File: src/rtl/cpu_pkg.sv
// cpu_pkg: shared constants, instruction field layout and stage output record for the operand fetch stage
package cpu_pkg;

    localparam int DATA_W   = 8;
    localparam int NUM_REGS = 8;
    localparam int ADDR_W   = 3;

    localparam int OPC_MSB = 31;
    localparam int OPC_LSB = 24;
    localparam int RD_LSB  = 16;
    localparam int RT_LSB  = 8;
    localparam int RS_LSB  = 0;

    localparam logic [7:0] OP_LOADI = 8'd0;
    localparam logic [7:0] OP_MOV   = 8'd1;
    localparam logic [7:0] OP_ADD   = 8'd2;
    localparam logic [7:0] OP_SUB   = 8'd3;
    localparam logic [7:0] OP_AND   = 8'd4;
    localparam logic [7:0] OP_OR    = 8'd5;
    localparam logic [7:0] OP_J     = 8'd6;
    localparam logic [7:0] OP_BEQ   = 8'd7;

    localparam logic [2:0] ALU_FWD = 3'b000;
    localparam logic [2:0] ALU_ADD = 3'b001;
    localparam logic [2:0] ALU_AND = 3'b010;
    localparam logic [2:0] ALU_OR  = 3'b011;

    typedef struct packed {
        logic [DATA_W-1:0] data1;
        logic [DATA_W-1:0] data2;
        logic [2:0]        aluop;
        logic [ADDR_W-1:0] dest_addr;
        logic              dest_we;
        logic              branch;
        logic              jump;
        logic [7:0]        offset;
        logic              valid;
        logic              illegal;
    } stage_out_t;

    // two's complement; 0x80 maps to itself, 0x00 to itself
    function automatic logic [DATA_W-1:0] negate(input logic [DATA_W-1:0] v);
        return ~v + {{(DATA_W-1){1'b0}}, 1'b1};
    endfunction

endpackage

File: src/rtl/reg_file_8x8.sv
// reg_file_8x8: 8x8 register file, two async read ports with write-first bypass, one sync write port
// Ports: clk, rst (async active-high), we/waddr/wdata write port,
//        raddr_a/rdata_a and raddr_b/rdata_b read ports.
// Optional macro OFS_ZERO_REG_EN: R0 reads as zero, writes to it are dropped and never bypassed.
import cpu_pkg::*;

module reg_file_8x8 (
    input  logic              clk,
    input  logic              rst,
    input  logic              we,
    input  logic [ADDR_W-1:0] waddr,
    input  logic [DATA_W-1:0] wdata,
    input  logic [ADDR_W-1:0] raddr_a,
    input  logic [ADDR_W-1:0] raddr_b,
    output logic [DATA_W-1:0] rdata_a,
    output logic [DATA_W-1:0] rdata_b
);

    logic [DATA_W-1:0] regs_q [NUM_REGS];
    logic [DATA_W-1:0] regs_d [NUM_REGS];
    logic              wr_ok;

`ifdef OFS_ZERO_REG_EN
    // R0 is never written, so its reset value of zero persists
    assign wr_ok = we && (waddr != '0);
`else
    assign wr_ok = we;
`endif

    always_comb begin
        regs_d = regs_q;
        if (wr_ok) regs_d[waddr] = wdata;
    end

    always_ff @(posedge clk or posedge rst) begin
        if (rst) regs_q <= '{default: '0};
        else     regs_q <= regs_d;
    end

    assign rdata_a = (wr_ok && waddr == raddr_a) ? wdata : regs_q[raddr_a];
    assign rdata_b = (wr_ok && waddr == raddr_b) ? wdata : regs_q[raddr_b];

endmodule

File: src/rtl/operand_fetch_stage.sv
// operand_fetch_stage: decodes one instruction per cycle, fetches operands and registers them for the ALU
// Ports: CLK, RESET (async active-high); INSTRUCTION/INSTR_VALID in; STALL holds outputs;
//        WB_EN/WB_ADDR/WB_DATA write-back port; DATA1/DATA2/ALUOP/DEST_ADDR/DEST_WE/
//        BRANCH/JUMP/OFFSET/OUT_VALID/ILLEGAL registered outputs.
// Optional macro OFS_ZERO_REG_EN (inside reg_file_8x8): R0 hardwired to zero.
import cpu_pkg::*;

module operand_fetch_stage (
    input  logic        CLK,
    input  logic        RESET,
    input  logic [31:0] INSTRUCTION,
    input  logic        INSTR_VALID,
    input  logic        STALL,
    input  logic        WB_EN,
    input  logic [2:0]  WB_ADDR,
    input  logic [7:0]  WB_DATA,
    output logic [7:0]  DATA1,
    output logic [7:0]  DATA2,
    output logic [2:0]  ALUOP,
    output logic [2:0]  DEST_ADDR,
    output logic        DEST_WE,
    output logic        BRANCH,
    output logic        JUMP,
    output logic [7:0]  OFFSET,
    output logic        OUT_VALID,
    output logic        ILLEGAL
);

    logic [7:0]        opcode;
    logic [7:0]        field_rd;
    logic [7:0]        imm;
    logic [ADDR_W-1:0] addr_rd;
    logic [ADDR_W-1:0] addr_rt;
    logic [ADDR_W-1:0] addr_rs;
    logic [DATA_W-1:0] val_rt;
    logic [DATA_W-1:0] val_rs;
    logic [DATA_W-1:0] neg_rs;
    logic              unused_rt_hi;
    stage_out_t        out_d;
    stage_out_t        out_q;

    assign opcode   = INSTRUCTION[OPC_MSB:OPC_LSB];
    assign field_rd = INSTRUCTION[RD_LSB +: 8];
    assign imm      = INSTRUCTION[RS_LSB +: 8];
    assign addr_rd  = INSTRUCTION[RD_LSB +: ADDR_W];
    assign addr_rt  = INSTRUCTION[RT_LSB +: ADDR_W];
    assign addr_rs  = INSTRUCTION[RS_LSB +: ADDR_W];
    assign unused_rt_hi = ^INSTRUCTION[15:11];

    reg_file_8x8 u_rf (
        .clk     (CLK),
        .rst     (RESET),
        .we      (WB_EN),
        .waddr   (WB_ADDR),
        .wdata   (WB_DATA),
        .raddr_a (addr_rt),
        .raddr_b (addr_rs),
        .rdata_a (val_rt),
        .rdata_b (val_rs)
    );

    // negation follows the bypass so a same-cycle write-back is negated too
    assign neg_rs = negate(val_rs);

    always_comb begin
        out_d = out_q;
        if (!STALL) begin
            out_d = '0;
            if (INSTR_VALID) begin
                out_d.valid = 1'b1;
                case (opcode)
                    OP_LOADI: begin
                        out_d.data2     = imm;
                        out_d.dest_addr = addr_rd;
                        out_d.dest_we   = 1'b1;
                    end
                    OP_MOV: begin
                        out_d.data2     = val_rs;
                        out_d.dest_addr = addr_rd;
                        out_d.dest_we   = 1'b1;
                    end
                    OP_ADD, OP_AND, OP_OR: begin
                        out_d.data1     = val_rt;
                        out_d.data2     = val_rs;
                        out_d.aluop     = opcode == OP_ADD ? ALU_ADD : opcode == OP_AND ? ALU_AND : ALU_OR;
                        out_d.dest_addr = addr_rd;
                        out_d.dest_we   = 1'b1;
                    end
                    OP_SUB: begin
                        out_d.data1     = val_rt;
                        out_d.data2     = neg_rs;
                        out_d.aluop     = ALU_ADD;
                        out_d.dest_addr = addr_rd;
                        out_d.dest_we   = 1'b1;
                    end
                    OP_BEQ: begin
                        out_d.data1  = val_rt;
                        out_d.data2  = neg_rs;
                        out_d.aluop  = ALU_ADD;
                        out_d.branch = 1'b1;
                        out_d.offset = field_rd;
                    end
                    OP_J: begin
                        out_d.jump   = 1'b1;
                        out_d.offset = field_rd;
                    end
                    default: begin
                        out_d.valid   = 1'b0;
                        out_d.illegal = 1'b1;
                    end
                endcase
            end
        end
    end

    always_ff @(posedge CLK or posedge RESET) begin
        if (RESET) out_q <= '0;
        else       out_q <= out_d;
    end

    assign DATA1     = out_q.data1;
    assign DATA2     = out_q.data2;
    assign ALUOP     = out_q.aluop;
    assign DEST_ADDR = out_q.dest_addr;
    assign DEST_WE   = out_q.dest_we;
    assign BRANCH    = out_q.branch;
    assign JUMP      = out_q.jump;
    assign OFFSET    = out_q.offset;
    assign OUT_VALID = out_q.valid;
    assign ILLEGAL   = out_q.illegal;

endmodule

File: config.mk
export PLATFORM = sky130hd
export DESIGN_NAME = operand_fetch_stage
export DESIGN_NICKNAME = d
export VERILOG_FILES = /design/src/rtl/cpu_pkg.sv /design/src/rtl/reg_file_8x8.sv /design/src/rtl/operand_fetch_stage.sv
export SDC_FILE = /design/constraint.sdc
export NUM_CORES = 1
export LEC_CHECK = 0
export ABC_CLOCK_PERIOD_IN_PS = 4850
export BUFFER_PORTS_ARGS = -buffer_cell sky130_fd_sc_hd__buf_2
export CORE_MARGIN = 4
export CORE_UTILIZATION = 24
export CTS_CLUSTER_SIZE = 12
export DETAILED_ROUTE_END_ITERATION = 8
export GPL_TIMING_DRIVEN = 1
export PLACE_DENSITY = 0.51
export REMOVE_ABC_BUFFERS = 1
export SLEW_MARGIN = 5
export SYNTH_ARGS = -nofsm -noshare
export SYNTH_HDL_FRONTEND = slang
export SYNTH_SLANG_ARGS = --single-unit
File: constraint.sdc
create_clock -name CLK -period 4.85 [get_ports CLK]
set_input_delay 0.485 -clock CLK [delete_from_list [all_inputs] [get_ports CLK]]
set_output_delay 0.485 -clock CLK [all_outputs]
set_load 0.01 [all_outputs]
### Yosys cells after proc, flatten, opt, wreduce, memory -nomap -nowiden

Cells that the tools add are included.

| storage, ports and cells | value |
|---|---|
| flip-flop bits (word level) | 99 |
| bits in latches | 0 |
| RAM bits | 0 |
| ROM bits | 0 |
| bits of input ports | 48 |
| output and inout bits | 35 |
| logic and storage cells | 69 |
| memories | 0 |

| operators by class | value |
|---|---|
| add/subtract/negate cells | 1 |
| $mul | 0 |
| div/mod/pow operators | 0 |
| $lt $le $gt $ge | 4 |
| eq/ne operators | 9 |
| shift operators | 0 |
| mux-type cells | 22 |
| bitwise operators | 4 |
| reduce and logical (&&, ||, !) cells | 11 |

Operators with widths:

| operator | number |
|---|---|
| 2-to-1 mux 8 bit | 9 |
| bitwise mux 64 bit | 1 |
| binary-select mux 8 bit (select 3 bit) | 2 |
| 2-to-1 mux 35 bit | 1 |
| equality test 8 x 3 -> 1 bit (second input constant) | 4 |
| demux 8 bit (select 3 bit) | 1 |
| case mux 8 bit (3 select lines) | 1 |
| equality test 8 x 2 -> 1 bit (second input constant) | 2 |
| greater-or-equal comparator 4 bit (second input constant) | 3 |
| inverter 3 -> 4 bit | 3 |
| adder 8 x 1 -> 8 bit (second input constant) | 1 |
| equality test 8 x 1 -> 1 bit (second input constant) | 1 |
| zero test 8 bit | 1 |
| inverter 8 bit | 1 |
| OR reduction 8 bit | 1 |
| equality test 3 bit | 2 |
| OR reduction 6 bit | 1 |
| OR reduction 5 bit | 1 |
| < comparator 4 x 1 -> 1 bit (second input constant) | 1 |
| 2-to-1 mux 2 bit | 2 |
| 2-to-1 mux 4 bit | 1 |
| case mux 2 bit (2 select lines) | 1 |
| OR reduction 2 bit | 2 |
| OR reduction 4 bit | 1 |
| 3 further kinds | 7 |

### Logic depth before layout (Yosys ltp)

| depth | value |
|---|---|
| word-level depth | 9 |
| gate-level depth with buffers | 11 |
| gate-level depth less buffers | 9 |

### Hierarchy

A second synthesis with hierarchy kept.

| second synthesis, totals | value |
|---|---|
| cell total of the unflattened synthesis | 390 |
| area total of the unflattened synthesis | 5497.8 sq um |

Modules (own cells, without submodules):

| module | instances | cells an instance | area each (sq um) | seq. area each (sq um) |
|---|---|---|---|---|
| reg_file_8x8 | 1 | 233 | 3792.4 | 1601.5 |
| operand_fetch_stage | 1 | 157 | 1705.4 | 850.8 |

### Least setup slack after synthesis

No wires, ideal clock.

| path | value |
|---|---|
| path kind | input to register |
| start | input INSTRUCTION[2] |
| end | register out_q, in the netlist DATA2[7] |
| library setup time | 0.126 ns |
| arrival time | 2.415 ns |
| required time | 4.724 ns |
| path slack | 2.309 ns |
| stages on the path | 7 |
| path buffers | 1 |
| cell sequence | buf_1 mux4_2 mux2_2 a2111o_1 a221oi_2 xnor2_1 a221o_1 |

| between the ends | value |
|---|---|
| longest elaborated chain between the ends | 9 |
| elaborated cells between the ends (all ways) | 11 |
| those cells by class | add/sub (1); eq/ne (1); mux (6); bitwise (2); reduce/logical (1) |

Ends and longest elaborated chain:

| item | line | text |
|---|---|---|
| from (decl) | operand_fetch_stage.sv:11 | `input logic [31:0] INSTRUCTION,` |
| inverter 3 -> 4 bit (implied by the code) | reg_file_8x8.sv:41 | `assign rdata_b = (wr_ok && waddr == raddr_b) ? wdata : regs_q[raddr_b];` |
| binary-select mux 8 bit (select 3 bit) | reg_file_8x8.sv:41 |  |
| 2-to-1 mux 8 bit (implied by the code) (2 in a row) | reg_file_8x8.sv:41 |  |
| 2-to-1 mux 8 bit (*) | reg_file_8x8.sv:41 |  |
| inverter 8 bit | cpu_pkg.sv:43 | `return ~v + {{(DATA_W-1){1'b0}}, 1'b1};` |
| adder 8 x 1 -> 8 bit | cpu_pkg.sv:43 |  |
| case mux 8 bit (3 select lines) (*) | operand_fetch_stage.sv:71 | `case (opcode)` |
| 2-to-1 mux 35 bit (*) | operand_fetch_stage.sv:69 | `if (INSTR_VALID) begin` |
| to (signal assigned) | operand_fetch_stage.sv:118 | `else out_q <= out_d;` |
| to (decl) | operand_fetch_stage.sv:40 | `stage_out_t out_q;` |

Mark *: on every way between the ends. The rest lies on a longest branch, timed or not. The select of a mux whose other input is x is not followed.
A chain may end at the register's enable or synchronous reset.

### Worst setup path in the final report

| path | value |
|---|---|
| start | input INSTRUCTION[1] |
| end | register out_q, in the netlist DATA2[7] |

Same word-level chain as after synthesis.

==> metrics.yaml <==
status:
  status: "completed"
clock_tree:
  cts_buffers: 9
  path_clk_slew_ps: 70
  cts-htree-levels: 3
  insertion_delay_ps: 350
  cts_resized: 0
  post-cts-setup-buffer-count: 0
  cts_sinks: 98
  cts.path.max_buffers: 2
  cts_tree: "yes"
  postCtsHoldBufs: 0
  root_buffer: "clkbuf_16"
yosys:
  synth_top_area_share_pct: 46.7
  netlist_instances: 418
  ys_ff_latch: 98
  synthTopCellsByArea: "dfrtp_1, mux2_2, mux4_2, mux2i_1, mux4_1"
  synth-main-ff-cell: "dfrtp_1"
  synth_seq_area_share_pct: 46.7
  yosysWarnings: 0
  ys_types: 42
  synthesis.area_mm2: 0.00525
  synth_edf_count: 0
  async_flop_share_pct: 100
  avgSynthCellArea_um2: 12.6
  synth_largest_area_cell: "dfrtp_1"
worst_setup_path:
  worst-path-buf-inv: 1
  end_kind: "register"
  cp_top_family: "simple AND/OR/NAND/NOR gates"
  crit_chain: "buf_2, xnor2_1, nand4_1, or4_1, a221oi_2, xnor2_1, a221o_1"
  crit_path_top_delay_cell: "or4_1"
  cp_common_cell: "xnor2_1"
  worst-path-max-fanout: 19
  critical-path-max-stage-delay_ps: 690
  crit_arrival_ps: 3180
  cp_data_required_time_ps: 5090
  cp-start-kind: "input port"
  critical_path_class: "in -> reg"
finish:
  final_core_util_pct: 29.2
  fillerInstances: 2141
  drive_gt1_share_pct: 39.0
  nets: 526
  n_antenna_cell: 0
  syn2layout_area_growth_pct: 18.5
  multiInputGateArea_mm2: 0.00268
  regArea_mm2: 0.00245
pwr:
  peakVddDrop_uv: 149
  pwr_density_cell_mw_per_mm2: 374
  power_w: 0.00233
  p_leak_nw: 2.76
routing:
  postRouteAntennaNets: 0
  dr.first_iter.drc_count: 274
  firstDrtPassIters: 4
  dr_total_vias: 3739
  routed_via_density: 4.94
  drcViolationCount: 0
  drt-total-wl_um: 14300
  wl_per_cell_um: 18.9
global_route:
  grt_max_degree: 54
  antenna_found_initial: 2
  grt_use_total_pct: 11.9
  grt_pass1_vias: 3784
  grt_pass1_wl_um: 22300
  grt_overflow: 0
placement:
  dp_hpwl_um: 9910
  place.gp.congestion: 0.777
  place_ws_ps: 1550
  io_buffers: 76
floorplanning:
  die_w_um: 156
  coreArea_mm2: 0.0213
  dieArea_mm2: 0.0243
  die_h_um: 156
  row_count: 53
  pin_count: 83
  initial_core_util_pct: 24.7
sta:
  grt_setup_unrepaired: "no"
  finalCriticalPeriod_ps: 2940
  finalSetupViolCount: 0
  hold_viol_final: 0
  slew_headroom_pct: 34.6
  hold_ws_ps: 234
  tightest_slew_ps: 975
  finalSetupTns_ps: 0
  clock_skew_ps: 8.27
  finalMaxSlewViolations: 0
  max_freq_ghz: 0.340
  setup_ws_ps: 1910
  period_share_pct: 60.6
job:
  drv_cap: 0
worst_hold_path:
  min_path_type: "in -> async"
routing by layer:
metal | global-route usage, % | share of wire (%)
met2 | 19.6 | 49
met4 | 3.58 | 1.5
met3 | 3.58 | 7.0
met1 | 15.0 | 42
met5 | 0 | 0.15
placed cells by master (no fill, tap or decap), types with 3 or more instances in the layout:
master,synthesis,final
clkbuf_16,0,9
o31ai_1,3,3
or3_1,3,3
mux2i_1,23,23
bufinv_16,0,3
nor2_1,8,8
nand2b_1,3,3
xor2_1,3,3
a21oi_1,5,5
nand4_1,4,4
nor2b_1,3,3
mux2_2,66,66
mux4_1,7,7
a22o_1,14,14
or4_1,3,3
buf_2,4,76
xnor2_1,8,8
o21ai_0,34,34
mux4_2,22,22
a22oi_1,5,5
nand4b_1,3,3
nand3_1,3,3
dfrtp_1,98,98
nand2_1,42,42
nor3_1,5,3
cells in the mapped netlist, types with 4 or more instances:
cell type,count
buf_2,4
mux2i_1,23
xnor2_1,8
a22oi_1,5
nor3_1,5
mux2_2,66
nand4_1,4
mux4_2,22
nor2_1,8
nand2_1,42
mux4_1,7
o21ai_0,34
a22o_1,14
clkbuf_1,20
dfrtp_1,98
a21oi_1,5
worst paths after layout:
path,start,end,slack [ps],depth (start not counted)
worst max-delay path,INSTRUCTION[1],DATA2[7],1910,7
worst min-delay path,RESET,OFFSET[3],230,2
worst max register to register,u_rf.regs_q[35],DATA2[7],2450,6
worst min register to register,ILLEGAL,ILLEGAL,470,2
max in group asynchronous,RESET,u_rf.regs_q[61],3540,3
min in group CLK,INSTRUCTION[23],OFFSET[7],350,2
through the flow:
step                std cells  area, um2
finish                    757       6220
floorplan                 389       5120
detailed placement        741       5880
CTS                       757       6220
global placement          741       5880
global route              757       6220
state kept, by name (all words and copies together) (netlist names):
signal	count
DATA2	8
DEST_WE	1
OFFSET	8
DEST_ADDR	3
OUT_VALID	1
u_rf.regs_q	64
ILLEGAL	1
ALUOP	2
JUMP	1
BRANCH	1
DATA1	8
worst reg2reg max path, stage by stage (launching register included):
cell and delay, ps:
dfrtp_1 380, mux4_1 520, mux2_2 300, a2111o_1 390, a221oi_2 270, xnor2_1 110
a221o_1 320
report_power, final:
part	total, W	switching [W]	internal, W
sequential	0.00102	0.0000839	0.000936
combinational	0.000480	0.000214	0.000266
clock	0.000829	0.000323	0.000506
area by class of cell:
| type | count | share of cell area (%) |
|---|---|---|
| Multi-Input combinational cell | 288 | 43.1 |
| Timing Repair Buffer | 77 | 6.23 |
| Sequential cell | 98 | 39.4 |
| Clock buffer | 10 | 3.68 |
| Clock inverter | 6 | 1.81 |
| Tap cell | 275 | 5.53 |
| Inverter | 3 | 0.221 |
kinds of logic (layout without fill, tap and decap cells):
logic type	Yosys count	after routing	share of synthesized area [%]
compound gates	71	71	9.03
fa+ha+maj	1	1	0.238
simple gates	86	86	8.03
xor+xnor	11	11	1.84
flops	98	98	46.7
buf+inv	32	96	2.60
other cells	1	1	0.0714
mux	118	118	31.5
No activity file was read; power rests on OpenSTA's default activity.
